==> src/rtl/tblink_rpc_cmd_arb.sv <==
// tblink_rpc_cmd_arb
//   Round-robin arbiter sharing one tblink RPC control command channel among
//   N_REQ requesters. One transaction is outstanding at a time: a single
//   command byte goes to the controller and its response bytes come back to
//   the granted requester. Unsupported command codes (cmd[1:0] = 10/11) are
//   consumed locally and answered with 0xFF without reaching the controller.
//
// Ports
//   clock, reset              : clock, asynchronous active-high reset
//   req_t_dat/valid/ready     : per-requester command target ports (byte k on [8k+7:8k])
//   rsp_i_dat/valid/ready     : per-requester response initiator ports
//   c_i_dat/valid/ready       : command initiator port toward the controller
//   c_t_dat/valid/ready       : response target port from the controller
//   gnt_idx                   : currently (or most recently) granted requester
//   busy                      : a grant is held
module tblink_rpc_cmd_arb #(
    parameter int N_REQ = 2,
    parameter int IDX_W = (N_REQ > 1) ? $clog2(N_REQ) : 1
) (
    input  logic                 clock,
    input  logic                 reset,
    input  logic [8*N_REQ-1:0]   req_t_dat,
    input  logic [N_REQ-1:0]     req_t_valid,
    output logic [N_REQ-1:0]     req_t_ready,
    output logic [8*N_REQ-1:0]   rsp_i_dat,
    output logic [N_REQ-1:0]     rsp_i_valid,
    input  logic [N_REQ-1:0]     rsp_i_ready,
    output logic [7:0]           c_i_dat,
    output logic                 c_i_valid,
    input  logic                 c_i_ready,
    input  logic [7:0]           c_t_dat,
    input  logic                 c_t_valid,
    output logic                 c_t_ready,
    output logic [IDX_W-1:0]     gnt_idx,
    output logic                 busy
);

    typedef enum logic [1:0] {IDLE, CMD, RSP, ERR} state_t;

    state_t           state_reg, state_next;
    logic [IDX_W-1:0] gnt_reg, gnt_next;
    logic [IDX_W-1:0] last_reg, last_next;
    logic [1:0]       rem_reg, rem_next;

    logic [7:0]       req_dat_arr [N_REQ];
    logic [7:0]       gnt_dat;
    logic             gnt_valid;
    logic             gnt_rsp_ready;
    logic             cmd_ok;

    logic [IDX_W-1:0] pick;
    logic             any_valid;

    // Output values for the granted requester; fanned out below.
    logic             sel_req_ready;
    logic             sel_rsp_valid;
    logic [7:0]       sel_rsp_dat;

    generate
        for (genvar gi = 0; gi < N_REQ; gi++) begin : g_unpack
            assign req_dat_arr[gi] = req_t_dat[8*gi +: 8];
        end
    endgenerate

    assign gnt_dat       = req_dat_arr[gnt_reg];
    assign gnt_valid     = req_t_valid[gnt_reg];
    assign gnt_rsp_ready = rsp_i_ready[gnt_reg];
    assign cmd_ok        = ~gnt_dat[1];   // codes 00 and 01 are forwarded

    // Round-robin search starting one past the last grant. Iterating from the
    // farthest candidate down lets the nearest valid requester win.
    always_comb begin
        pick      = last_reg;
        any_valid = 1'b0;
        for (int i = N_REQ; i >= 1; i--) begin
            if (req_t_valid[(int'(last_reg) + i) % N_REQ]) begin
                pick      = IDX_W'((int'(last_reg) + i) % N_REQ);
                any_valid = 1'b1;
            end
        end
    end

    // State register
    always_ff @(posedge clock or posedge reset) begin
        if (reset) begin
            state_reg <= IDLE;
            gnt_reg   <= '0;
            last_reg  <= IDX_W'(N_REQ - 1);
            rem_reg   <= '0;
        end else begin
            state_reg <= state_next;
            gnt_reg   <= gnt_next;
            last_reg  <= last_next;
            rem_reg   <= rem_next;
        end
    end

    // Next-state logic
    always_comb begin
        state_next = state_reg;
        gnt_next   = gnt_reg;
        last_next  = last_reg;
        rem_next   = rem_reg;
        case (state_reg)
            IDLE: begin
                if (any_valid) begin
                    gnt_next   = pick;
                    state_next = CMD;
                end
            end
            CMD: begin
                if (!cmd_ok) begin
                    state_next = ERR;
                end else if (gnt_valid && c_i_ready) begin
                    // sample returns two bytes, advance returns one
                    rem_next   = gnt_dat[0] ? 2'd1 : 2'd2;
                    state_next = RSP;
                end
            end
            RSP: begin
                if (c_t_valid && gnt_rsp_ready) begin
                    rem_next = rem_reg - 2'd1;
                    if (rem_reg == 2'd1) begin
                        last_next  = gnt_reg;
                        state_next = IDLE;
                    end
                end
            end
            ERR: begin
                if (gnt_rsp_ready) begin
                    last_next  = gnt_reg;
                    state_next = IDLE;
                end
            end
            default: state_next = IDLE;
        endcase
    end

    // Output logic
    always_comb begin
        sel_req_ready = 1'b0;
        sel_rsp_valid = 1'b0;
        sel_rsp_dat   = 8'h00;
        c_i_valid     = 1'b0;
        c_i_dat       = 8'h00;
        c_t_ready     = 1'b0;
        case (state_reg)
            CMD: begin
                if (cmd_ok) begin
                    c_i_valid     = gnt_valid;
                    c_i_dat       = gnt_valid ? gnt_dat : 8'h00;
                    sel_req_ready = c_i_ready;
                end else begin
                    // unsupported byte is swallowed here, answered in ERR
                    sel_req_ready = 1'b1;
                end
            end
            RSP: begin
                sel_rsp_valid = c_t_valid;
                sel_rsp_dat   = c_t_valid ? c_t_dat : 8'h00;
                c_t_ready     = gnt_rsp_ready;
            end
            ERR: begin
                sel_rsp_valid = 1'b1;
                sel_rsp_dat   = 8'hFF;
            end
            default: ;
        endcase
    end

    generate
        for (genvar gi = 0; gi < N_REQ; gi++) begin : g_fanout
            logic is_gnt;
            assign is_gnt                = (gnt_reg == IDX_W'(gi));
            assign req_t_ready[gi]       = is_gnt & sel_req_ready;
            assign rsp_i_valid[gi]       = is_gnt & sel_rsp_valid;
            assign rsp_i_dat[8*gi +: 8]  = is_gnt ? sel_rsp_dat : 8'h00;
        end
    endgenerate

    assign gnt_idx = gnt_reg;
    assign busy    = (state_reg != IDLE);

endmodule

==> config.mk <==
export PLATFORM = sky130hd
export DESIGN_NAME = tblink_rpc_cmd_arb
export DESIGN_NICKNAME = d
export VERILOG_FILES = /design/src/rtl/tblink_rpc_cmd_arb.sv
export SDC_FILE = /design/constraint.sdc
export NUM_CORES = 1
export LEC_CHECK = 0
export ABC_AREA = 0
export CAP_MARGIN = 20
export CORE_MARGIN = 3
export CORE_UTILIZATION = 31
export CTS_CLUSTER_SIZE = 24
export DETAILED_ROUTE_END_ITERATION = 8
export PLACE_DENSITY = 0.79
export SLEW_MARGIN = 10
export SYNTH_ARGS = -nofsm -noshare
export SYNTH_HDL_FRONTEND = slang
export SYNTH_SLANG_ARGS = --single-unit
==> constraint.sdc <==
create_clock -name clock -period 1.91 [get_ports clock]
set_input_delay 0.382 -clock clock [delete_from_list [all_inputs] [get_ports clock]]
set_output_delay 0.382 -clock clock [all_outputs]
set_load 0.05 [all_outputs]
==> results.cfg, run 1 <==
[status]
status = complete, but fails checks
failed_checks = setup timing

[critical_path]
crit_path_frequent_cell = buf_12
max_stage_delay_ns = 0.47
required_ns = 1.53
cp-start-kind = flip-flop
endpoint_kind = output port
cp_top_family = flip-flops
crit_chain = o21ai_1, or2_4, buf_12, nor2_4, buf_12
cp_max_fo = 9
worst-path-buf-inv = 2
path_class = reg -> out
cp_slowest_cell = dfrtp_1
cp.arrival_ns = 1.61

[layout]
antenna_cells = 0
nNetsFinal = 216
final_cell_mix = buf_12 (31), clkdlybuf4s50_1 (27), buf_4 (17), nor2_4 (16), nor2_2 (13)
drive_gt1_share_pct = 54.9
n_fill_cell = 35
syn2layout_area_growth_pct = 178
final_common_cell = buf_12

[logic_synthesis]
synth.distinct_cells = 34
avgSynthCellArea_um2 = 7.04
synthesis.nets = 137
synth_warnings = 0
syn-cell-area_um2 = 732
ys_ff_latch = 6
synth_cells = 104
yosysSeqAreaShare_pct = 20.7

[timing]
max_freq_mhz = 501
tns_ns = -1.08
min_period_ns = 1.99
setup_slack_ns = -0.0847
finClkSkew_ns = 0.0114
setup_viol = 27
holdWs_ns = 0.406
drv_slew = 0
period_share_pct = 104
rsz0062_at_grt = yes
timing.final.hold_violations = 0

[detailed_routing]
dr.pass1.iters = 4
drcViolationCount = 0
totalWireLength_mm = 5.50
via_count = 1263
detail_route.iter0.violations = 51
detail-route-antenna-nets = 0
avgViaCountPerCell = 6.04
avgRoutedWirePerCell_um = 26.3

[clocking]
cts_buffers = 3
ctsLongestPathBuffers = 2
clkSinkCount = 6
clk-insertion-delay-late_ns = 0.28
cts_tree = built
htreeDepth = 1
cts_hold_buf = 0
cts.clk_slew.worst_paths_ns = 0.07
cts-root-buf = clkbuf_4

[grt]
grt_pass1_wl_mm = 6.71
grt_pass1_vias = 1292
antenna_found_initial = 0
grt.overflow.total = 0
globalRouteTotalUtil_pct = 33.1
grt_max_degree = 10

[power]
internal_power_mw = 1.62
ir_drop_v = 0.00153
p_switching_mw = 1.91
p_leak_nw = 0.846
pwr-share-seq_pct = 8.3
finalPower_mw = 3.53
clkPwrFrac_pct = 4.4
power.density_nw_per_um2 = 1730
comb_power_share_pct = 87.3
p_sw_share_pct = 54.1

[floorplanning]
rows = 16
die_w_um = 54.6
die_area_um2 = 2980
initial_core_util_pct = 34.8
io_pins = 64
die_y_um = 54.6
core-area_um2 = 2100

[placement]
gp_congestion = 0.871
numPortBuffers = 62
pre_cts_ws_ns = -0.242
dpl.hpwl_mm = 3.24

[flow_run]
cap_violations = 0

[min_path]
min_path_type = in -> async
-- path summary, 6_finish.rpt --
check	from	endpoint	slack, ns	cells after the start
setup / recovery	state_reg[0]$_DFFE_PP0P_	rsp_i_dat[0]	-0.08	5
hold / removal	reset	state_reg[1]$_DFFE_PP0P_	0.41	2
setup reg to reg	gnt_idx$_DFFE_PP0P_	rem_reg[1]$_DFFE_PP0P_	0.16	6
hold reg to reg	rem_reg[1]$_DFFE_PP0P_	rem_reg[1]$_DFFE_PP0P_	0.58	2
max in group asynchronous	reset	last_reg$_DFFE_PP1P_	1.23	2
min in group clock	rem_reg[1]$_DFFE_PP0P_	rem_reg[1]$_DFFE_PP0P_	0.58	2
-- kinds of logic after synthesis --
| kind of cell | synth area share [%] |
|---|---|
| AO/OA/AOI/OAI | 20.2 |
| XOR/XNOR | 1.20 |
| adder cells (fa/ha/maj) | 1.71 |
| buffers and inverters | 9.23 |
| AND/OR/NAND/NOR | 32.3 |
| multiplexers | 14.2 |
| other | 0.512 |
| flip-flops | 20.7 |
-- synth_stat cells --
library cell	count	area share (%)
a21o_1	1	1.0
inv_1	6	3.1
nor2b_1	2	1.7
buf_6	1	1.5
a22oi_1	1	1.0
a22o_4	1	2.4
a21oi_1	6	4.1
o211ai_2	1	1.7
a311oi_2	1	2.1
o2bb2ai_1	1	1.2
nor3b_1	1	1.0
buf_4	1	1.0
a32oi_2	1	2.2
o21ai_0	2	1.4
nand3b_1	1	1.0
xor2_1	1	1.2
clkbuf_1	2	1.0
nand2_1	3	1.5
dfstp_2	1	3.6
buf_2	3	2.1
conb_1	1	0.51
a31oi_1	2	1.7
or2_2	1	0.86
nor2_1	38	19
mux2i_2	1	1.9
dfrtp_1	5	17
mux2i_1	9	12
nand2b_1	3	2.6
and2_1	1	0.86
nor3_1	2	1.4
buf_1	1	0.51
a41o_1	1	1.4
nor2b_4	1	1.9
ha_1	1	1.7
-- through the flow --
stage	cell area (µm²)	utilization [%]	cells
after CTS	1970	93.6	206
after global placement	1910	91.0	200
after global routing	2040	97.0	209
final	2040	97.0	209
after floorplan	883	-	104
after detailed placement	1910	91.0	200
-- final cells by class --
class,count,area (µm²),share of cell area (%)
clock buffers,4,26.3,1.29
inverters,6,30.0,1.47
multi-input cells,84,707,34.7
flip-flops and latches,6,154,7.55
well taps,27,33.8,1.66
repair buffers,82,1090,53.3
-- per-layer routing --
layer  share of wire (%)  routed length [µm]  vias up  global-route usage (%)
li1                    -                   -      505                       -
met1                  33                1810      581                    32.5
met2                  48                2670      129                    62.4
met3                  10                 560       48                    6.27
met4                 8.4                 460        0                    20.3
met5                   0                   0        -                       0
-- power by group through the flow --
| stage | Combinational [mW] | Clock (mW) | Sequential, mW |
|---|---|---|---|
| 6_report | 3.08 | 0.156 | 0.294 |
| 5_1_grt | 3.18 | 0.163 | 0.301 |
| 4_1_cts | 2.83 | 0.141 | 0.276 |
| 3_5_place_dp | 2.76 | 0 | 0.271 |
| 3_3_place_gp | 2.66 | 0 | 0.258 |
| 2_1_floorplan | 1.51 | 0 | 0.272 |
-- what timing repair did --
item / 4_1_cts / 5_1_grt
pin swaps: 1 / 0
buffers inserted: 2 / 2
cloned: 0 / 1
endpoints found under the setup margin: 26 / 22
resized for setup: 12 / 18
hold endpoints to repair: 0 / 0
No activity file was read; power rests on OpenSTA's default activity.
==> inputs of run 2 (changes only) <==
--- a/config.mk
+++ b/config.mk
@@ -5,13 +5,14 @@
 export SDC_FILE = /design/constraint.sdc
 export NUM_CORES = 1
 export LEC_CHECK = 0
-export ABC_AREA = 0
+export ABC_AREA = 1
 export CAP_MARGIN = 20
 export CORE_MARGIN = 3
-export CORE_UTILIZATION = 31
-export CTS_CLUSTER_SIZE = 24
+export CORE_UTILIZATION = 33
+export CTS_CLUSTER_SIZE = 20
 export DETAILED_ROUTE_END_ITERATION = 8
-export PLACE_DENSITY = 0.79
+export PLACE_DENSITY = 0.8
+export SKIP_CTS_REPAIR_TIMING = 1
 export SLEW_MARGIN = 10
 export SYNTH_ARGS = -nofsm -noshare
 export SYNTH_HDL_FRONTEND = slang
==> results.cfg, run 2 <==
[status]
status = stopped before the end
failed_stage = 5_1_grt
error_line = [ERROR DPL-0033] detailed placement checks failed during check placement.

[logic_synthesis]
synth-compound-area-share_pct = 21.6
synth_top_family_by_area = simple AND/OR/NAND/NOR gates
synthesis.nets = 168
synth_common_cells = nand2_1 (34), a21oi_1 (24), inv_1 (19)
synthTopCellsByArea = nand2_1 (16%), dfrtp_1 (15%), a21oi_1 (15%), inv_1 (8.7%), nand2_2 (5.4%)
yosysSeqAreaShare_pct = 18.5
yosys.area.top_type_share_pct = 15.6
synth_ff_type = dfrtp_1
syn-cell-area_um2 = 817
synth_warnings = 0
synth_cells = 135
synth.distinct_cells = 28
muxShareOfSynthArea_pct = 0
synth_edf_count = 0
synthArstFlopShare_pct = 100
ys_ff_latch = 6
avgSynthCellArea_um2 = 6.05
synth_top_area_cell = nand2_1
synthAdderAreaFrac_pct = 1.53
yosys.area_share.simple_pct = 39.4
synth_most_common_cell = nand2_1
synth_xor_area_share_pct = 0

[grt]
grt_max_degree = 18
antenna_found_initial = 0

[floorplanning]
rows = 17
die_w_um = 55.8
initial_core_util_pct = 35.9
die_y_um = 55.8
io_pins = 64

[placement]
dp_cells = 233
gp_congestion = 0.813
pre_cts_ws_ns = -0.170
numPortBuffers = 62
postPlaceCellArea_um2 = 2100
dpl.hpwl_mm = 3.20

[clocking]
ctsLongestPathBuffers = 2
htreeDepth = 1
cts_buffers = 3
cts-root-buf = clkbuf_4
clkSinkCount = 6

[timing]
grt_worst_setup_endpoint = c_i_dat[2]
worst-ep-kind = output port
[run 2: per-stage QoR]
stage | hold WS [ns] | utilization, %
2_1_floorplan | 0.172 | -
3_3_place_gp | 0.458 | 92.5
3_5_place_dp | 0.458 | 92.5
4_1_cts | 0.338 | 93.6
[run 2: logic make-up after synthesis]
kind of cell | count (synthesis)
adders and majority gates | 1
other | 1
AOI/OAI and AO/OA | 33
and+or+nand+nor | 64
buffers and inverters | 30
DFF | 6
==> inputs of run 3 (changes only) <==
--- a/config.mk
+++ b/config.mk
@@ -7,11 +7,10 @@
 export LEC_CHECK = 0
 export ABC_AREA = 1
 export CAP_MARGIN = 20
-export CORE_MARGIN = 3
-export CORE_UTILIZATION = 33
-export CTS_CLUSTER_SIZE = 20
+export CORE_AREA = 3 3 64 66
 export DETAILED_ROUTE_END_ITERATION = 8
-export PLACE_DENSITY = 0.8
+export DIE_AREA = 0 0 67 69
+export PLACE_DENSITY_LB_ADDON = 0.15
 export SKIP_CTS_REPAIR_TIMING = 1
 export SLEW_MARGIN = 10
 export SYNTH_ARGS = -nofsm -noshare
==> results.cfg, run 3 <==
[clocking]
cts_tree = built
ctsLongestPathBuffers = 2
clk-insertion-delay-late_ns = 0.23
cts-root-buf = clkbuf_8
htreeDepth = 1
cts_buffers = 3
cts.clk_slew.worst_paths_ns = 0.04
clkSinkCount = 6

[floorplanning]
die_area_um2 = 4620
die_y_um = 69
io_pins = 64
core-area_um2 = 3630
initial_core_util_pct = 22.5
rows = 22
die_w_um = 67

[layout]
syn2layout_area_growth_pct = 186
final_common_cell = nand2_1
drive_gt1_share_pct = 49.8
final_cell_mix = nand2_1 (33), buf_12 (32), clkdlybuf4s50_1 (26), a21oi_4 (23)
fin_area_um2 = 2340
finalNonFillerCells = 265
antenna_cells = 0
nNetsFinal = 251

[grt]
grt_pass1_vias = 1074
grt_pass1_wl_mm = 5.00
antenna_found_initial = 0
grt_max_degree = 18
globalRouteTotalUtil_pct = 13.6
grt.overflow.total = 0

[detailed_routing]
totalWireLength_mm = 3.32
detail_route.iter0.violations = 36
detail-route-antenna-nets = 0
avgViaCountPerCell = 4.49
avgRoutedWirePerCell_um = 12.5
dr.pass1.iters = 4
drcViolationCount = 0
via_count = 1190

[logic_synthesis]
avgSynthCellArea_um2 = 6.05
synth_cells = 135
synth_ff_type = dfrtp_1
synth_warnings = 0
synth.distinct_cells = 28
synth_common_cells = nand2_1 (34), a21oi_1 (24), inv_1 (19)
syn-cell-area_um2 = 817
synthesis.nets = 168
synthTopCellsByArea = nand2_1 (16%), dfrtp_1 (15%), a21oi_1 (15%), inv_1 (8.7%), nand2_2 (5.4%)
synth_top_area_cell = nand2_1
synthArstFlopShare_pct = 100
synth_most_common_cell = nand2_1
yosys.area.top_type_share_pct = 15.6
yosysSeqAreaShare_pct = 18.5
synth_edf_count = 0
ys_ff_latch = 6

[timing]
max_freq_mhz = 519
timing.final.hold_violations = 0
rsz0062_at_grt = yes
setup_slack_ns = -0.0158
period_share_pct = 101
finClkSkew_ns = 0.00366
drv_slew = 0
setup_viol = 7
min_period_ns = 1.93

[placement]
dpl.hpwl_mm = 2.67
numPortBuffers = 62
postPlaceCellArea_um2 = 2110
dp_cells = 250
gp_congestion = 0.832
pre_cts_ws_ns = -0.146

[critical_path]
cp-start-kind = flip-flop
r2r_slack_ns = 0.47
endpoint_kind = output port
worst-path-buf-inv = 3
cp.arrival_ns = 1.54
required_ns = 1.53
cp_top_family = simple AND/OR/NAND/NOR gates
reg2regPathDepth = 7
cp_slowest_cell = dfrtp_2
path_class = reg -> out
cp_max_fo = 8
max_stage_delay_ns = 0.39
worstReg2RegEnd = state_reg[0]$_DFFE_PP0P_
timing.rr.start = gnt_idx$_DFFE_PP0P_
crit_chain = buf_4, inv_8, nand2_4, nand2_2, nor2_4, nand2_8, a21oi_4, buf_12

[flow_run]
cap_violations = 0

[power]
ir_drop_v = 0.00109
p_leak_nw = 1.01
power.density_nw_per_um2 = 1420

[status]
status = complete, but fails checks
failed_checks = setup timing

[min_path]
min_path_type = in -> async
==> run 3: cell counts after synthesis <==
No cell type changed its count.
==> run 3: power breakdown <==
part,switching [mW],total [mW],internal (mW)
sequential,0.0839,0.285,0.201
clock,0.0611,0.205,0.144
combinational,1.60,2.82,1.22
==> run 3: worst reg2reg max path, cell delays in order, from the launching register on <==
cell	delay [ns]
dfrtp_2	0.42
buf_4	0.16
inv_8	0.06
buf_4	0.18
nand2_4	0.10
nand3_2	0.13
a21boi_0	0.19
nand2_1	0.08
==> run 3: worst max-delay path by stage <==
stage / cells past startpoint / start / slack (ns) / end
final: 8 / gnt_idx$_DFFE_PP0P_ / -0.02 / c_i_dat[7]
after global routing: 8 / gnt_idx$_DFFE_PP0P_ / -0.09 / c_i_dat[7]
after CTS: 7 / req_t_dat[9] / -0.15 / c_i_dat[7]
after detailed placement: 7 / req_t_dat[9] / -0.15 / c_i_dat[7]
after global placement: 7 / req_t_dat[9] / -0.10 / c_i_dat[7]
after floorplan: 6 / gnt_idx$_DFFE_PP0P_ / -0.11 / rsp_i_dat[10]
==> run 3: area by class of cell <==
cell class / count / area [µm²]
Tap cell: 48 / 60.1
Multi-Input combinational cell: 99 / 837
Sequential cell: 6 / 154
Fill cell: 303 / 1300
Timing Repair Buffer: 84 / 1130
Clock buffer: 4 / 45.0
Inverter: 24 / 108
==> run 3: metrics by stage <==
stage	setup TNS [ns]	power [mW]	hold WS, ns	utilization, %
6_report	-0.0791	3.31	0.366	64.3
5_1_grt	-1.19	3.50	0.393	64.3
4_1_cts	-2.93	3.04	0.373	59.2
3_5_place_dp	-2.74	2.82	0.472	58.0
3_3_place_gp	-1.86	2.78	0.455	58.0
2_1_floorplan	-2.21	1.84	0.172	-
==> run 3: logic make-up after synthesis <==
family	synth area share, %
DFF	18.5
and+or+nand+nor	39.4
buffers and inverters	18.5
other	0.459
adders and majority gates	1.53
AOI/OAI and AO/OA	21.6
==> run 3: metal layers <==
metal / GRT usage, % / wire length [µm] / up-vias
met3: 3.26 / 235 / 5
met5: 0 / 0 / -
met4: 3.38 / 30 / 0
met1: 15.3 / 1240 / 552
met2: 24.8 / 1820 / 38
li1: - / - / 595
